--- src/rtl/aes_pkg.sv ---
// aes_pkg: shared AES byte/state constants, the InvSubBytes
// sequencer FSM states and the LANES legality check.
package aes_pkg;

   localparam int AES_STATE_W = 128;
   localparam int AES_BYTE_W  = 8;
   localparam int AES_NBYTES  = 16;

   typedef enum logic [1:0] {
      IDLE = 2'd0,
      RUN  = 2'd1,
      OUT  = 2'd2
   } isb_state_e;

   function automatic bit lanes_legal(int lanes);
      return (lanes == 1) || (lanes == 2) ||
             (lanes == 4) || (lanes == 8) ||
             (lanes == 16);
   endfunction

endpackage

--- src/rtl/inv_subbytes_seq_if.sv ---
// inv_subbytes_seq_if: upstream state in / downstream result out.
// master = round controller side, slave = sequencer side.
interface inv_subbytes_seq_if;
   import aes_pkg::*;

   logic                   in_valid;
   logic                   in_ready;
   logic [AES_STATE_W-1:0] in_state;
   logic                   out_valid;
   logic                   out_ready;
   logic [AES_STATE_W-1:0] out_state;

   modport master (
      output in_valid, in_state, out_ready,
      input  in_ready, out_valid, out_state
   );

   modport slave (
      input  in_valid, in_state, out_ready,
      output in_ready, out_valid, out_state
   );

endinterface

--- src/rtl/inv_subbytes_lane_mux.sv ---
// inv_subbytes_lane_mux: picks LANES bytes of a state by beat index
// and holds the working state, overwritten beat-by-beat with results.
// Ports: clk/rst; ld_i/ld_state_i load a new state;
// rd_state_i/rd_idx_i -> rd_bytes_o select one beat's bytes;
// wr_en_i/wr_idx_i/wr_bytes_i write one beat back; state_o = register.
module inv_subbytes_lane_mux
   import aes_pkg::*;
#(
   parameter  int LANES = 4,
   localparam int BEATS = AES_NBYTES / LANES,
   localparam int CNT_W = $clog2(BEATS) + 1,
   localparam int SL_W  = LANES * AES_BYTE_W
) (
   input  logic                   clk,
   input  logic                   rst,
   input  logic                   ld_i,
   input  logic [AES_STATE_W-1:0] ld_state_i,
   input  logic [AES_STATE_W-1:0] rd_state_i,
   input  logic [CNT_W-1:0]       rd_idx_i,
   output logic [SL_W-1:0]        rd_bytes_o,
   input  logic                   wr_en_i,
   input  logic [CNT_W-1:0]       wr_idx_i,
   input  logic [SL_W-1:0]        wr_bytes_i,
   output logic [AES_STATE_W-1:0] state_o
);

   logic [AES_STATE_W-1:0] state_q, state_d;

   // Beat b covers bytes b*LANES .. b*LANES+LANES-1, i.e. one
   // contiguous slice; lane j is byte j inside that slice.
   always_comb begin
      rd_bytes_o = '0;
      for (int b = 0; b < BEATS; b++) begin
         if (rd_idx_i == CNT_W'(b)) begin
            rd_bytes_o = rd_state_i[b*SL_W +: SL_W];
         end
      end
   end

   // In-place update is safe: a beat's source bytes were already
   // latched into the address register before its result returns.
   always_comb begin
      state_d = state_q;
      if (ld_i) begin
         state_d = ld_state_i;
      end else if (wr_en_i) begin
         for (int b = 0; b < BEATS; b++) begin
            if (wr_idx_i == CNT_W'(b)) begin
               state_d[b*SL_W +: SL_W] = wr_bytes_i;
            end
         end
      end
   end

   always_ff @(posedge clk) begin
      if (rst) begin
         state_q <= '0;
      end else begin
         state_q <= state_d;
      end
   end

   assign state_o = state_q;

endmodule

--- src/rtl/inv_subbytes_seq.sv ---
// inv_subbytes_seq: InvSubBytes over 128 bits via LANES shared
// 1-cycle-latency inverse S-box ports, BEATS = 16/LANES beats/block.
// Ports: clk, rst (sync, high); io = state in/out handshake;
// sbox_en/sbox_addr out, sbox_data in (one cycle later); busy.
// INV_SUBBYTES_STATS_EN adds blk_cnt (saturating handshake count).
module inv_subbytes_seq
   import aes_pkg::*;
#(
   parameter  int LANES = 4,
   localparam int BEATS = AES_NBYTES / LANES,
   localparam int CNT_W = $clog2(BEATS) + 1,
   localparam int SL_W  = LANES * AES_BYTE_W
) (
   input  logic                clk,
   input  logic                rst,
   inv_subbytes_seq_if.slave   io,
   output logic                sbox_en,
   output logic [SL_W-1:0]     sbox_addr,
   input  logic [SL_W-1:0]     sbox_data,
   output logic                busy
`ifdef INV_SUBBYTES_STATS_EN
   ,
   output logic [31:0]         blk_cnt
`endif
);

   if (!lanes_legal(LANES)) begin : g_bad_lanes
      $error("LANES must be 1, 2, 4, 8 or 16");
   end

   isb_state_e             st_q, st_d;
   logic [CNT_W-1:0]       iss_q, iss_d;
   logic [SL_W-1:0]        addr_q, addr_d;
   logic                   cap_vld_q;
   logic [CNT_W-1:0]       cap_idx_q;
   logic                   accept;
   logic                   issue_last;
   logic                   last_cap;
   logic                   out_vld;
   logic [CNT_W-1:0]       rd_idx;
   logic [SL_W-1:0]        rd_bytes;
   logic [AES_STATE_W-1:0] rd_src;
   logic [AES_STATE_W-1:0] state;

   assign io.in_ready = (st_q == IDLE) && !rst;
   assign accept      = io.in_valid && io.in_ready;
   assign sbox_en     = (st_q == RUN) &&
                        (iss_q < CNT_W'(BEATS));
   assign issue_last  = iss_q == CNT_W'(BEATS - 1);
   assign last_cap    = cap_vld_q &&
                        (cap_idx_q == CNT_W'(BEATS - 1));
   assign out_vld     = st_q == OUT;

   // Beat 0 addresses come straight from the incoming state so the
   // first lookup issues in the cycle right after acceptance.
   assign rd_src = accept ? io.in_state : state;
   assign rd_idx = accept ? '0 : iss_q + 1'b1;

   inv_subbytes_lane_mux #(.LANES(LANES)) u_mux (
      .clk        (clk),
      .rst        (rst),
      .ld_i       (accept),
      .ld_state_i (io.in_state),
      .rd_state_i (rd_src),
      .rd_idx_i   (rd_idx),
      .rd_bytes_o (rd_bytes),
      .wr_en_i    (cap_vld_q),
      .wr_idx_i   (cap_idx_q),
      .wr_bytes_i (sbox_data),
      .state_o    (state)
   );

   always_comb begin
      st_d   = st_q;
      iss_d  = iss_q;
      addr_d = addr_q;
      unique case (st_q)
         IDLE: begin
            if (accept) begin
               st_d   = RUN;
               iss_d  = '0;
               addr_d = rd_bytes;
            end
         end
         RUN: begin
            if (sbox_en) begin
               iss_d = iss_q + 1'b1;
               if (!issue_last) begin
                  addr_d = rd_bytes;
               end
            end
            if (last_cap) begin
               st_d = OUT;
            end
         end
         OUT: begin
            if (io.out_ready) begin
               st_d = IDLE;
            end
         end
         default: st_d = IDLE;
      endcase
   end

   // cap_vld_q/cap_idx_q track which beat's data is on sbox_data
   // now; clearing them on reset drops any lookup still in flight.
   always_ff @(posedge clk) begin
      if (rst) begin
         st_q      <= IDLE;
         iss_q     <= '0;
         addr_q    <= '0;
         cap_vld_q <= 1'b0;
         cap_idx_q <= '0;
      end else begin
         st_q      <= st_d;
         iss_q     <= iss_d;
         addr_q    <= addr_d;
         cap_vld_q <= sbox_en;
         cap_idx_q <= iss_q;
      end
   end

   assign sbox_addr    = addr_q;
   assign io.out_valid = out_vld;
   assign io.out_state = state;
   assign busy         = st_q != IDLE;

`ifdef INV_SUBBYTES_STATS_EN
   logic [31:0] blk_cnt_q;

   always_ff @(posedge clk) begin
      if (rst) begin
         blk_cnt_q <= '0;
      end else if (out_vld && io.out_ready &&
                   (blk_cnt_q != 32'hFFFF_FFFF)) begin
         blk_cnt_q <= blk_cnt_q + 32'd1;
      end
   end

   assign blk_cnt = blk_cnt_q;
`endif

endmodule

--- src/flat_wrapper.sv ---
// flat-port wrapper written by rule: the top's interface ports become plain ports
module inv_subbytes_seq_flat import aes_pkg::*;
#(
   parameter  int LANES = 4,
   localparam int BEATS = AES_NBYTES / LANES,
   localparam int CNT_W = $clog2(BEATS) + 1,
   localparam int SL_W  = LANES * AES_BYTE_W
)
  (clk, rst, sbox_en, sbox_addr, sbox_data, busy, io_in_valid, io_in_state, io_out_ready, io_in_ready, io_out_valid, io_out_state);
  inv_subbytes_seq_if io_i ();
  input  logic clk;
  input  logic rst;
  output logic sbox_en;
  output logic [SL_W-1:0] sbox_addr;
  input  logic [SL_W-1:0] sbox_data;
  output logic busy;
  input wire logic [$bits(io_i.in_valid)-1:0] io_in_valid;
  input wire logic [$bits(io_i.in_state)-1:0] io_in_state;
  input wire logic [$bits(io_i.out_ready)-1:0] io_out_ready;
  output wire logic [$bits(io_i.in_ready)-1:0] io_in_ready;
  output wire logic [$bits(io_i.out_valid)-1:0] io_out_valid;
  output wire logic [$bits(io_i.out_state)-1:0] io_out_state;
  assign io_i.in_valid = io_in_valid;
  assign io_i.in_state = io_in_state;
  assign io_i.out_ready = io_out_ready;
  assign io_in_ready = io_i.in_ready;
  assign io_out_valid = io_i.out_valid;
  assign io_out_state = io_i.out_state;
  inv_subbytes_seq #(.LANES(LANES)) u_core (.clk(clk), .rst(rst), .io(io_i), .sbox_en(sbox_en), .sbox_addr(sbox_addr), .sbox_data(sbox_data), .busy(busy));
endmodule
--- config.mk ---
export PLATFORM = sky130hd
export DESIGN_NAME = inv_subbytes_seq_flat
export DESIGN_NICKNAME = d
export VERILOG_FILES = /design/src/rtl/aes_pkg.sv /design/src/rtl/inv_subbytes_seq_if.sv /design/src/rtl/inv_subbytes_lane_mux.sv /design/src/rtl/inv_subbytes_seq.sv /design/src/flat_wrapper.sv
export SDC_FILE = /design/constraint.sdc
export NUM_CORES = 1
export LEC_CHECK = 0
export BUFFER_PORTS_ARGS = -buffer_cell sky130_fd_sc_hd__buf_2
export CORE_MARGIN = 8
export CORE_UTILIZATION = 45
export CTS_BUF_LIST = sky130_fd_sc_hd__clkbuf_8
export DETAILED_ROUTE_END_ITERATION = 6
export GPL_TIMING_DRIVEN = 1
export HOLD_SLACK_MARGIN = 0.15
export PLACE_DENSITY = 0.82
export SYNTH_ARGS = -nofsm -noshare
export SYNTH_HDL_FRONTEND = slang
export SYNTH_SLANG_ARGS = --single-unit
--- constraint.sdc ---
create_clock -name clk -period 2.2 [get_ports clk]
set_input_delay 0.66 -clock clk [delete_from_list [all_inputs] [get_ports clk]]
set_output_delay 0.66 -clock clk [all_outputs]
set_load 0.05 [all_outputs]
# == Word level (Yosys, flattened, before mapping) ==
# Index checks and enable logic that the tools add are counted.
# word_totals
ff_bits,169
inputBits,164
output_inout_bits,164
wordCells,70
# classes
addsub,1
order_cmp,1
n_eq_ne,14
n_mux,23
reduce_logical,22
# op_table
op,n
$mux 128,3
$mux 32,11
$pmux 32 s2,1
$eq 3x2->1 const B,5
$reduce_bool 2->1,7
$mux 3,3
$reduce_and 2->1,4
$eq 3x1->1 const B,2
$logic_not 3->1,2
$mux 2,3
$ne 2x2->1 const B,3
$pmux 2 s3,1
$pmux 3 s2,1
$reduce_and 3->1,2
$logic_and 1x1->1,4
$ne 2x1->1 const B,2
$reduce_and 4->1,1
$add 3x1->3 const B,1
$lt 3x3->1 const B,1
$eq 2x1->1 const B,1
$eq 2x2->1 const B,1
$logic_not 2->1,1
$logic_not 1->1,1

# == Depth between registers and ports, before layout ==
# Gate-level depths: netlist of run 1.
# depth
depth_word,12
ltp_mapped,7
depth_no_buf,6

# == Hierarchy ==
# A second synthesis of run 1 with hierarchy kept.
# unflattened
hier_cells,1293
hier_area_um2,10085.9
# by_module_without_submodules
module,instances,cells_per_inst,area_each_um2,seq_area_each_um2
inv_subbytes_lane_mux,1,695,6782.8,2562.5
inv_subbytes_seq,1,598,3303.2,820.8

# == Least setup slack after synthesis of run 1 ==
# OpenSTA, ideal clock, no wires.
# synth_timing
kind,input -> output
start,in rst
end,out io_in_ready
arrival_ns,1.671
t_required_ns,1.540
slack_ns,-0.131
stages,3
n_path_buf,2
cell_sequence,clkbuf_1 > clkbuf_1 > nor2_1
# synth_between
elab_chain_cells,2
# synth_rtl
item,line,rtl
from (decl),flat_wrapper.sv:12,input logic rst;
$logic_not 1->1,inv_subbytes_seq.sv:45,assign io.in_ready = (st_q == IDLE) && !rst;
$logic_and 1x1->1,inv_subbytes_seq.sv:45,
to (decl),flat_wrapper.sv:20,output wire logic [$bits(io_i.in_ready)-1:0] io_in_ready;
# Every way passes these cells.

# == Final worst setup path of run 1 ==
# layout_timing
start,reg u_core.st_q[1]
end,out sbox_en
# layout_between
elab_chain_cells,2
# layout_rtl
item,line,rtl
from (decl),inv_subbytes_seq.sv:31,"isb_state_e st_q, st_d;"
from (signal assigned),inv_subbytes_seq.sv:115,st_q <= st_d;
$eq 2x1->1,inv_subbytes_seq.sv:47,assign sbox_en = (st_q == RUN) &&
$logic_and 1x1->1,inv_subbytes_seq.sv:47,
to (decl),flat_wrapper.sv:13,output logic sbox_en;
# Every way passes these cells.

==> flow_summary.ini, run 1 <==
[placement]
place_area_um2 = 9807
place_congestion = 0.9785
placedCellCount = 1473
place_hpwl_um = 21890
port_buffers = 327
place_worst_setup_slack_ns = 0.004821

[detailed_routing]
wire_per_inst_um = 20.96
routed_wl_um = 31600
drc = 0
drtPass1Iterations = 5
routed_via_density = 5.975
drt_iter0_markers = 660
antenna_left = 0
vias = 9010

[clock_tree]
htreeDepth = 4
cts_sinks = 169
cts_made_buffers = 17
clock-root-buffer = clkbuf_8
clock_latency_ns = 0.44
clk_pin_slew_worst_paths_ns = 0.09
clk_path_buf_depth = 2
ctsHoldBuffers = 0
cts_tree = done

[flow_run]
drv_cap = 0

[global_route]
antenna_found_initial = 1
grt_pass1_vias = 8828
grt_max_degree = 101
grt_use_total_pct = 27.27
overflow = 0
grt_pass1_wl_um = 48210

[sta]
layout_min_cycle_time_ns = 2.139
slew_violations = 0
max-slew-margin-rel_pct = 32.47
finalHoldViolations = 0
setup_viol = 0
hold_ws_ns = 0.4634
fmax_mhz = 467.6
setup_slack_ns = 0.06130
tightest_slew_ns = 1.007
min_period_over_period_pct = 97.21
fin_skew_ns = 0.01562
fin_setup_tns_ns = 0

[pwr]
power_density_nw_per_um2 = 767.6
vdd_drop_max_uv = 518.0
leakage_nw = 4.409
p_total_mw = 7.875

[logic_synthesis]
synth-seq-area-share_pct = 42.75
synth_edf_count = 0
avgSynthCellArea_um2 = 8.018
syn-instance-count = 987
netlist_area_um2 = 7914
synth_nets = 1153
ys_seq_elements = 169
yosysUniqueCellTypes = 36
synth-main-ff-cell = dfxtp_1
synth.yosys.warnings = 0
async_flop_share_pct = 0

[floorplan]
die_h_um = 148.6
io_pins = 328
die_w_um = 148.6
core-area_um2 = 17240
initial_core_util_pct = 45.91
row_count = 48
dieArea_um2 = 22090

[critical_path]
critPathCaptureType = primary output
worstPathRequired_ns = 1.54
cp.arrival_ns = 1.48
critPathKind = flop to primary output
crit_chain = or3b_4, inv_2, buf_8
crit_slowest_cell = or3b_4
start_kind = flop
critPathMaxFanout = 8
critPathMaxStageDelay_ns = 0.42

[layout]
stdcell_count = 1508
fillerInstances = 1562
final_cell_mix = buf_2 (324), nand2_1 (291), dfxtp_1 (166)
final_cell_area_um2 = 10260
layout_commonest_cell = buf_2
synthToLayoutAreaGrowth_pct = 29.64
drive_gt1_share_pct = 35.10
utilization_pct = 59.52
fin_nets = 1436

[status]
status = complete, no violations

[worst_hold_path]
hp-class = input port to flop
-- cell families (layout without fill, tap and decap cells) --
group / count (synthesis) / after routing / synth area share [%]
AOI/OAI and AO/OA: 232 / 232 / 24.55
adders and majority gates: 2 / 2 / 0.3162
buffers and inverters: 106 / 401 / 5.597
DFF: 169 / 169 / 42.75
muxes: 32 / 32 / 4.553
other: 0 / 1 / 0
and+or+nand+nor: 446 / 446 / 22.23
-- area by class of cell --
| cell class | instances | area, um2 | share of cell area (%) |
|---|---|---|---|
| Sequential cell | 169 | 3392 | 33.06 |
| Clock buffer | 19 | 261.5 | 2.549 |
| Multi-Input combinational cell | 712 | 4153 | 40.48 |
| Inverter | 5 | 18.77 | 0.1829 |
| Timing Repair Buffer | 365 | 2024 | 19.73 |
| Antenna cell | 1 | 2.502 | 0.02439 |
| Tap cell | 225 | 281.5 | 2.744 |
| Clock inverter | 12 | 126.4 | 1.232 |
-- path summary, 6_finish.rpt --
check / cells after the start / startpoint / slack (ns) / end
max: 3 / u_core.st_q[1] / 0.06 / sbox_en
min: 2 / io_in_state[15] / 0.46 / u_core.sbox_addr[15]
max reg2reg: 4 / u_core.st_q[1] / 0.18 / u_core.sbox_addr[20]
min reg2reg: 1 / u_core.iss_q[1] / 0.50 / u_core.cap_idx_q[1]
-- state kept, by name, indices dropped and copies added (netlist names) --
signal,count
u_core.u_mux.state_o,128
u_core.iss_q,3
u_core.cap_idx_q,3
u_core.cap_vld_q,1
u_core.sbox_addr,32
u_core.st_q,2
-- synthesized netlist by cell type, types with 2 or more instances --
cell type  count  area [um2]
dfxtp_1      169        3383
ha_1           2       25.02
o221ai_1      32       280.3
nand2_1      291        1092
mux2_2        32       360.4
a311oi_1     128        1121
buf_2         12       60.06
buf_1          2       7.510
nor2_1       136       510.5
a21oi_2        4       35.03
inv_1          4       15.01
a221o_1       32       320.3
nor2b_1        2       12.51
a21oi_1       32       160.2
buf_6          4       45.04
nand2b_1       2       12.51
o21ai_0        2       10.01
clkbuf_1      83       311.6
-- power by group --
group	total, mW	switching [mW]	internal, mW
clock network	2.22	1.16	1.06
registers	3.48	0.192	3.29
logic	2.17	1.53	0.641
-- per-layer routing --
| layer | vias up | share of wire [%] | GRT usage (%) |
|---|---|---|---|
| li1 | 4132 | - | - |
| met4 | 0 | 2.6 | 11.27 |
| met1 | 4237 | 40 | 34.16 |
| met5 | - | 0 | 0 |
| met2 | 576 | 48 | 44.57 |
| met3 | 65 | 10 | 5.804 |
-- critical path, delay by kind of cell, from the launching register on --
| family | cells | cell delay [ns] |
|---|---|---|
| DFF | 1 | 0.38 |
| and+or+nand+nor | 1 | 0.42 |
| buffers and inverters | 2 | 0.25 |
-- repair_timing --
item | 4_1_cts | 5_1_grt
buffers inserted | 0 | 3
resized for setup | 7 | 4
setup endpoints to repair | 3 | 18
pin swaps | 0 | 2
(Power assumes the default switching activity.)
==> inputs of run 2 (changes only) <==
SETUP_SLACK_MARGIN = 0.2   (was unset)
==> run 2 against run 1 <==
- final area increased by 1.6%
- register-to-register slack about the same
- sequential power is essentially flat
- via count increased by 1.6%
- critical path depth is the same
- first-iteration DRC count grew 32%
- setup slack gained 0.025 ns
- worst hold slack worse by 0.022 ns
- global-route usage increased by 0.92 points
- critical endpoint unchanged
- highest routed layer unchanged
==> flow_summary.ini, run 2 (same netlist as run 1, synthesis figures left out) <==
[clock_tree]
ctsHoldBuffers = 0
cts_tree = done
cts_sinks = 169
clk_path_buf_depth = 2
htreeDepth = 4
clock_latency_ns = 0.45
cts_made_buffers = 17
clock-root-buffer = clkbuf_8
clk_pin_slew_worst_paths_ns = 0.09

[detailed_routing]
drtPass1Iterations = 5
drt_iter0_markers = 873
wire_per_inst_um = 21.61
routed_via_density = 6.032
antenna_left = 0
routed_wl_um = 32810
vias = 9156
drc = 0

[critical_path]
critPathKind = flop to primary output
crit_chain = or3b_4, inv_4, buf_12
cp.arrival_ns = 1.45
rrSetupSlack_ns = 0.17
critPathCaptureType = primary output
critPathMaxStageDelay_ns = 0.41
crit_slowest_cell = or3b_4
worstPathRequired_ns = 1.54
start_kind = flop
ff2ff_path_depth = 7
critPathMaxFanout = 7
r2r_start = u_core.iss_q[1]
r2r-end = u_core.sbox_addr[15]

[layout]
multi_input_area_um2 = 4203
register_area_um2 = 3393
synthToLayoutAreaGrowth_pct = 31.75
utilization_pct = 60.49
final_cell_mix = buf_2 (322), nand2_1 (291), dfxtp_1 (165)
layout_commonest_cell = buf_2
fillerInstances = 1514
drive_gt1_share_pct = 36.10
final_cell_area_um2 = 10430
fin_nets = 1446
largest_reg_flops = 128

[worst_hold_path]
hp-class = input port to flop
hp-start = io_in_state[0]
hold_end = u_core.sbox_addr[0]
min_path_cells = 2

[placement]
place_congestion = 0.9004
place_hpwl_um = 22280
port_buffers = 327
place_area_um2 = 9776

[sta]
tightest_slew_ns = 0.9954
max-slew-margin-rel_pct = 33.64
layout_min_cycle_time_ns = 2.114
min_period_over_period_pct = 96.07
rsz0062_at_grt = yes
fin_setup_tns_ns = 0
fin_skew_ns = 0.01373
fmax_mhz = 473.1
setup_viol = 0
slew_violations = 0
finalHoldViolations = 0

[floorplan]
row_count = 48
dieArea_um2 = 22090
initial_core_util_pct = 45.91
core-area_um2 = 17240
die_h_um = 148.6
die_w_um = 148.6
io_pins = 328

[global_route]
grt_pass1_wl_um = 49580
overflow = 0
grt_pass1_vias = 9065
grt_max_degree = 137
grt_use_total_pct = 28.19
antenna_found_initial = 2

[pwr]
switching_share_pct = 35.60
combPwrFrac_pct = 27.4
pwr-share-seq_pct = 43.1
vdd_drop_max_uv = 397.9
clockPowerShare_pct = 29.6
internal-power_mw = 5.218
power_density_nw_per_um2 = 777.2
p_switching_mw = 2.885
leakage_nw = 4.479

[flow_run]
drv_cap = 0

[status]
status = complete, no violations
## run 2: power groups by stage
stage / registers [mW] / logic, mW / clock network [mW]
after floorplan: 4.29 / 0.726 / 0
after global placement: 3.55 / 2.12 / 0
after detailed placement: 3.55 / 2.14 / 0
after CTS: 3.48 / 2.18 / 2.41
after global routing: 3.51 / 2.33 / 2.54
final: 3.49 / 2.22 / 2.40
## run 2: per-layer routing
metal	part of all wire (%)	GRT usage (%)
met3	11	7.779
met2	48	47.05
met5	0	0
met1	38	33.50
met4	2.9	11.52
## run 2: layout make-up
type / count / area share, %
diodes: 2 / 0.04800
clock buffers: 22 / 2.904
clock inverters: 8 / 1.128
inverters: 5 / 0.2280
multi-input cells: 713 / 40.31
flip-flops and latches: 169 / 32.55
well taps: 225 / 2.700
repair buffers: 374 / 20.14
## run 2: worst max path at each step
stage | start | slack (ns) | to | cells past startpoint
2_1_floorplan | rst | 0.19 | u_core.iss_q[0] | 7
3_3_place_gp | io_in_valid | 0.07 | u_core.sbox_addr[8] | 4
3_5_place_dp | io_in_valid | 0.05 | u_core.sbox_addr[24] | 4
4_1_cts | u_core.st_q[0] | 0.07 | sbox_en | 3
5_1_grt | u_core.st_q[1] | 0.03 | sbox_en | 3
6_report | u_core.st_q[1] | 0.09 | sbox_en | 3
## run 2: repair_timing
item / 4_1_cts / 5_1_grt
buffers inserted: 9 / 5
cloned: 1 / 0
resized for setup: 20 / 9
setup endpoints to repair: 36 / 65
pin swaps: 3 / 1
## run 2: critical path, delay by kind of cell (launching register included)
kind / cells / cell delay [ns]
and+or+nand+nor: 1 / 0.41
buffers and inverters: 2 / 0.21
DFF: 1 / 0.38
## run 2: stage by stage
stage          setup slack [ns]  power (mW)  cells  hold slack, ns
6_report                0.08647       8.103   1518          0.4416
5_1_grt                 0.02983       8.385   1518          0.4242
4_1_cts                 0.06912       8.071   1511          0.4111
3_5_place_dp            0.04767       5.692   1471          0.4614
3_3_place_gp            0.06664       5.667   1471          0.4670
2_1_floorplan            0.1923       5.012    987          0.4600
==> inputs of run 3 (changes only) <==
CELL_PAD_IN_SITES_DETAIL_PLACEMENT = 1   (was unset)
CELL_PAD_IN_SITES_GLOBAL_PLACEMENT = 2   (was unset)
CORE_MARGIN = unset   (was 8)
CORE_UTILIZATION = 24   (was 45)
PLACE_DENSITY = 0.8   (was 0.82)
RECOVER_POWER = 100   (was unset)
==> run 3 against run 2 <==
- final cell count rose by 15%
- critical path type is now flop to flop
- largest cell class unchanged
- count of clock-buffer cells in the layout fell by 4
- critical endpoint is now u_core.sbox_addr[15]
- largest power group unchanged
- maximum frequency is 2.1% lower
==> flow_summary.ini, run 3 (same netlist as run 1, synthesis figures left out) <==
[status]
status = complete, no violations

[pwr]
switching_share_pct = 38.40
pwr-share-seq_pct = 42.0
vdd_drop_max_uv = 385.1
leakage_nw = 4.052
power_density_nw_per_um2 = 773.5
internal-power_mw = 5.125
combPwrFrac_pct = 27.3
clockPowerShare_pct = 30.7
p_switching_mw = 3.195

[critical_path]
rrSetupSlack_ns = 0.04
crit_chain = or3b_4, buf_4, or4b_4, buf_6, buf_4, a21oi_1, a221o_1
cpMostUsedCell = buf_4
r2r-end = u_core.sbox_addr[15]
critPathMaxStageDelay_ns = 0.55
cp.arrival_ns = 2.58
path_buf_inv = 3
start_kind = flop
ff2ff_path_depth = 7
crit_path_start = u_core.st_q[1]
critPathKind = flop to flop
worstPathRequired_ns = 2.62
critPathCaptureType = flop
cp_top_family = simple AND/OR/NAND/NOR gates
crit_slowest_cell = or4b_4
r2r_start = u_core.st_q[1]
critPathMaxFanout = 8

[detailed_routing]
antenna_left = 0
vias = 9079
drc = 0
wire_per_inst_um = 21.87
routed_via_density = 5.215
drtPass1Iterations = 5
routed_wl_um = 38080
drt_iter0_markers = 517

[global_route]
grt_use_total_pct = 22.30
antenna_found_initial = 1
grt_max_degree = 119
grt_pass1_wl_um = 56820
grt_pass1_vias = 9307
overflow = 0

[clock_tree]
clock_latency_ns = 0.48
clk_path_buf_depth = 2
cts_tree = done
htreeDepth = 4
clk_pin_slew_worst_paths_ns = 0.11
clock-root-buffer = clkbuf_8
ctsHoldBuffers = 0
cts_sinks = 169
cts_made_buffers = 17

[sta]
finalHoldViolations = 0
slew_violations = 0
tightest_slew_ns = 1.025
rsz0062_at_grt = yes
layout_min_cycle_time_ns = 2.158
max-slew-margin-rel_pct = 31.65
fin_setup_tns_ns = 0
min_period_over_period_pct = 98.11
fin_skew_ns = 0.02115
setup_viol = 0
fmax_mhz = 463.3

[placement]
placedCellCount = 1690
place_congestion = 0.8179
place_hpwl_um = 25130
port_buffers = 327

[worst_hold_path]
hold_end = u_core.sbox_addr[0]
min_path_cells = 2
hp-class = input port to flop
hp-start = io_in_state[0]

[layout]
drive_gt1_share_pct = 28.43
final_cell_mix = nand2_1 (289), dfxtp_1 (166), buf_2 (162)
synthToLayoutAreaGrowth_pct = 35.90
layout_commonest_cell = nand2_1
fillerInstances = 3998
stdcell_count = 1741
fin_nets = 1451
largest_reg_flops = 128

[floorplan]
die_h_um = 183.6
row_count = 66
die_w_um = 183.6
initial_core_util_pct = 24.39
dieArea_um2 = 33710
io_pins = 328
core-area_um2 = 32450

[flow_run]
drv_cap = 0
run 3: cell types whose count changed in the layout (fill, tap and decap cells not counted), moves of 3 or more:
| cell | delta |
|---|---|
| buf_2 | -160 |
| clkbuf_8 | -4 |
| clkbuf_2 | +49 |
| clkbuf_1 | +117 |
| inv_6 | +6 |
| a21oi_1 | -12 |
| buf_6 | +3 |
| buf_12 | +6 |
| clkinv_2 | -3 |
| buf_4 | -13 |
| a21oi_2 | +11 |
run 3: worst max path at each step:
stage,endpoint,slack [ns],cells after the start
2_1_floorplan,u_core.iss_q[0],0.19,7
4_1_cts,sbox_en,0.03,3
5_1_grt,sbox_en,-0.0009,3
3_3_place_gp,u_core.u_mux.state_o[36],0.08,5
3_5_place_dp,u_core.u_mux.state_o[50],0.06,5
6_report,u_core.sbox_addr[15],0.04,7
run 3: power groups by stage:
stage	Sequential [mW]	Combinational [mW]	Clock (mW)
final	3.49	2.27	2.56
after CTS	3.48	2.34	2.64
after detailed placement	3.55	2.25	0
after global routing	3.52	2.40	2.75
after floorplan	4.29	0.726	0
after global placement	3.55	2.23	0
run 3: through the flow:
step / utilization, % / worst slack [ns] / total power [mW] / cell area, um2 / hold WS, ns
after floorplan: - / 0.1923 / 5.012 / 8060 / 0.4600
after global placement: 31.32 / 0.08296 / 5.778 / 10170 / 0.4665
after detailed placement: 31.32 / 0.06499 / 5.803 / 10170 / 0.4712
after CTS: 33.65 / 0.02683 / 8.460 / 10920 / 0.3784
after global routing: 33.13 / -0.0008821 / 8.673 / 10750 / 0.3822
final: 33.14 / 0.04166 / 8.319 / 10760 / 0.4109
run 3: worst reg2reg max path: stages (launching register included):
cell     delay, ns
dfxtp_4       0.37
or3b_4        0.40
buf_4         0.17
or4b_4        0.55
buf_6         0.16
buf_4         0.19
a21oi_1       0.14
a221o_1       0.12
run 3: cell type report:
| cell class | instances | area [um2] | area share, % |
|---|---|---|---|
| multi-input combinational | 712 | 4239 | 39.41 |
| clock inverter | 14 | 182.7 | 1.698 |
| timing repair buffer | 380 | 2117 | 19.68 |
| antenna | 1 | 2.502 | 0.02327 |
| inverter | 5 | 23.77 | 0.2210 |
| sequential | 169 | 3390 | 31.51 |
| tap | 442 | 553.0 | 5.142 |
| clock buffer | 18 | 247.7 | 2.303 |
run 3: per-layer routing:
metal	up-vias	GRT usage (%)	part of all wire (%)
met1	4512	28.76	44
li1	4170	-	-
met2	351	37.68	48
met4	0	6.600	1.8
met5	-	0	0
met3	46	4.021	5.7
run 3: repair_timing:
| action | in CTS | in global routing |
|---|---|---|
| pin swaps | 4 | 1 |
| setup buffers | 13 | 2 |
| gates cloned | 3 | 0 |
| gates resized for setup | 39 | 22 |
| hold endpoints to repair | 0 | 0 |
| endpoints found under the setup margin | 29 | 88 |
